File: config.mk
export PLATFORM = sky130hd
export DESIGN_NAME = pu_policy_table
export DESIGN_NICKNAME = d
export VERILOG_FILES = /design/src/rtl/pu_pkg.sv /design/src/rtl/pu_policy_table.sv
export SDC_FILE = /design/constraint.sdc
export NUM_CORES = 1
export LEC_CHECK = 0
export BUFFER_PORTS_ARGS = -buffer_cell sky130_fd_sc_hd__buf_4
export CAP_MARGIN = 20
export CORE_MARGIN = 3
export CORE_UTILIZATION = 52
export CTS_CLUSTER_SIZE = 24
export DETAILED_ROUTE_END_ITERATION = 16
export GPL_ROUTABILITY_DRIVEN = 0
export PLACE_DENSITY = 0.87
export SLEW_MARGIN = 20
export SYNTH_ARGS = -nofsm -noshare
export SYNTH_HDL_FRONTEND = slang
export SYNTH_SLANG_ARGS = --single-unit
File: constraint.sdc
create_clock -name clk_i -period 1.3 [get_ports clk_i]
set_input_delay 0.13 -clock clk_i [delete_from_list [all_inputs] [get_ports clk_i]]
set_output_delay 0.13 -clock clk_i [all_outputs]
set_load 0.01 [all_outputs]
File: src/rtl/pu_pkg.sv
// rtl/pu_pkg.sv - shared policy entry and checker state types
package pu_pkg;

   typedef struct packed {
      logic read;
      logic write;
   } policy_entry_t;

   typedef enum logic [1:0] {
      IDLE,
      CHECK,
      FWD,
      ERR
   } pu_chk_state_t;

endpackage

File: src/rtl/pu_policy_table.sv
// rtl/pu_policy_table.sv - registered per-region permission table
// One write port, one combinational read port; reset leaves every region deny-all.
module pu_policy_table
   import pu_pkg::*;
#(
   parameter int NUM_REGIONS = 8,
   localparam int IDX_W = $clog2(NUM_REGIONS)
) (
   input  logic             clk_i,
   input  logic             rst_i,
   input  logic             we_i,
   input  logic [IDX_W-1:0] widx_i,
   input  policy_entry_t    wdata_i,
   input  logic [IDX_W-1:0] ridx_i,
   output policy_entry_t    rdata_o
);

   policy_entry_t entries_q [NUM_REGIONS];
   policy_entry_t entries_d [NUM_REGIONS];

   always_comb begin
      entries_d = entries_q;
      if (we_i) begin
         entries_d[widx_i] = wdata_i;
      end
   end

   // Reset takes priority, so a write strobe during reset is dropped.
   always_ff @(posedge clk_i) begin
      if (rst_i) begin
         for (int i = 0; i < NUM_REGIONS; i++) begin
            entries_q[i] <= '0;
         end
      end else begin
         entries_q <= entries_d;
      end
   end

   // Reads the registered value, so a same-cycle write is seen only afterwards.
   assign rdata_o = entries_q[ridx_i];

endmodule

==> flow_summary.ini <==
[clocking]
clock_latency_ns = 0.29
clock-root-buffer = clkbuf_4
h_tree_lvl_count = 1
cts_setup_buffers = 0
cts_hold_repair.buffers = 0
clock_tree_from_tritoncts = built
worst_setup_hold_path_clk_slew_ns = 0.09
cts_buffers = 3
cts.sinks = 16
clk_path_buf_depth = 2

[final_layout]
num_antenna_cells = 0
fraction_of_layout_instances_using_a_drive_strength_above_1_pct = 42.31
largest_register = entries_q
nets = 90
final-seq-area_um2 = 329.1
post-route-cell-area_um2 = 907.1
post_layout_nonfiller_instances = 93
top_regs = entries_q (16)
multi_input_comb_area_um2 = 425.4
flow.area_growth_from_synthesis_pct = 18.08
flip_flop_count_of_the_largest_register_after_layout = 16
fillerInstances = 118

[pwr]
power.density_nw_per_um2 = 1043
total_leakage_power_nw = 0.3917
vdd.ir_drop.worst_uv = 702.2

[setup_path]
required_ns = 1.17
crit_start = entries_q[3]
critical_path.endpoint_type = output port
timing.critical_path.arrival_ns = 1.49
regToRegStartpoint = entries_q[2]
path_class = reg2out
max_fanout_on_critical_path = 2
timing.critical_path.from_type = flip-flop

[synth]
yosys.area_share.adder_pct = 0
ys_seq_area_share_pct = 41.69
synth_top_family_by_area = multiplexers
synth_simple_gate_area_share_pct = 18.89
synth_compound_area_share_pct = 0
yosys.area_share.xor_xnor_pct = 0
syn_avg_cell_area_um2 = 11.64
mappedNetlistArea_um2 = 768.2
number_of_storage_elements_in_the_synthesis_netlist = 16
synth_nets = 77
synth_warnings = 0
synth_cells = 66
synthMuxAreaShare_pct = 37.46
synth.distinct_cells = 10

[route]
via_cell_ratio = 6.054
dr.pass1.iters = 4
drc = 0
via_count = 563
routed_wl_mm = 1.572
first_iter_violations = 12
wl_per_cell_um = 16.90
drtAntennaViolNets = 0

[worst_hold_path]
timing.hold.worst.start = rst_i
holdCritPathClass = in2reg

[grt]
grt_pass1_vias = 546
gr-total-overflow = 0
grt_first_pass_wirelength_mm = 2.615
pin_count_of_the_biggest_net_entering_global_routing = 17
grtUsageTotal_pct = 19.46
grt_antenna_before_repair = 0

[timing]
final_critical_delay_including_setup_and_external_delays_ns = 1.623
final_critical_path_setup_slack_ns = -0.3226
final-max-slew-violation-count = 0
max_slew_headroom_pct = 73.75
setup-violations-final = 2
worst-slew-pin-transition_ns = 0.3928
fin_crit_sh_pct = 124.8
fin_worst_skew_ns = 0
rsz0062_at_grt = yes
hold_violations = 0
finalSetupTns_ns = -0.6272
fmax_ghz = 0.6163

[die]
num_rows = 13
horizontal_die_dimension_um = 44.44
die_area_um2 = 1974
top_level_ports = 13
dieHeight_um = 44.44
design.core.area_um2 = 1350
start_util_pct = 56.90

[run_status]
failed_checks = setup timing
run_status = finished with violations

[placed_design]
placed_area_um2 = 862.1
hpwl_mm = 1.099
port_buffers = 12
post-place-cells = 89

[run]
number_of_max_cap_violations = 0
cells in the final DEF (no fill, tap or decap), drive strengths merged:
| master | netlist | layout |
|---|---|---|
| nand4b | 3 | 3 |
| and4bb | 3 | 3 |
| dfxtp | 16 | 16 |
| nor4b | 1 | 1 |
| nand4 | 1 | 1 |
| nor2 | 16 | 16 |
| mux2 | 2 | 2 |
| mux2i | 16 | 16 |
| buf | 0 | 12 |
| mux4 | 4 | 4 |
| clkbuf | 4 | 4 |
worst paths after layout:
kind | slack (ns) | endpoint | depth (start not counted)
setup / recovery | -0.32 | rdata_o[1] | 3
hold / removal | 0.12 | entries_q[8] | 2
setup reg to reg | 0.68 | entries_q[2] | 2
hold reg to reg | 0.50 | entries_q[8] | 2
logic make-up after synthesis:
logic type / Yosys count
AND/OR/NAND/NOR: 24
buffers and inverters: 4
multiplexers: 22
flip-flops: 16
per-layer routing:
metal,GRT usage [%],wire (µm),up-vias
met5,0,0,-
met4,12.65,43,0
met3,5.285,74,5
met2,29.36,729,14
met1,24.30,724,280
li1,-,-,264
worst max-delay path, stage by stage (launching register included):
cell,delay (ns)
dfxtp_2,0.33
mux4_2,0.46
mux2_4,0.28
buf_6,0.12
per-stage QoR:
| step | total power, mW | worst slack (ns) | util, % | hold WS, ns |
|---|---|---|---|---|
| 2_1_floorplan | 0.5709 | 0.1199 | - | 0.3722 |
| 3_3_place_gp | 0.6160 | -0.04100 | 63.86 | 0.4355 |
| 3_5_place_dp | 0.6197 | -0.07661 | 63.86 | 0.4362 |
| 4_1_cts | 0.9523 | -0.3315 | 67.01 | 0.1140 |
| 5_1_grt | 0.9807 | -0.3421 | 67.19 | 0.1346 |
| 6_report | 0.9460 | -0.3226 | 67.19 | 0.1196 |
repair_timing:
action | CTS | global route
setup endpoints to repair | 2 | 2
pin swaps | 0 | 0
endpoints found under the hold margin | 0 | 0
gates resized for setup | 13 | 2
power by group:
part           internal (mW)  switching [mW]  total (mW)
logic                 0.0566          0.0519       0.108
clock network          0.171           0.160       0.330
registers              0.501         0.00603       0.507
cell type report:
class	count	area share (%)
Clock buffer	4	4.000
Multi-Input combinational cell	46	46.90
Sequential cell	16	36.28
Tap cell	15	2.069
Timing Repair Buffer	12	10.76
synth_stat cells:
library cell,number,share of area [%]
mux4_1,4,14
nor4b_2,1,2.0
nand4_1,1,0.81
mux2_2,2,2.9
nand4b_1,3,3.4
and4bb_2,3,4.9
nor2_1,16,7.8
mux2i_1,16,21
clkbuf_1,4,2.0
dfxtp_1,16,42
Power figures use the tool's default switching activity.
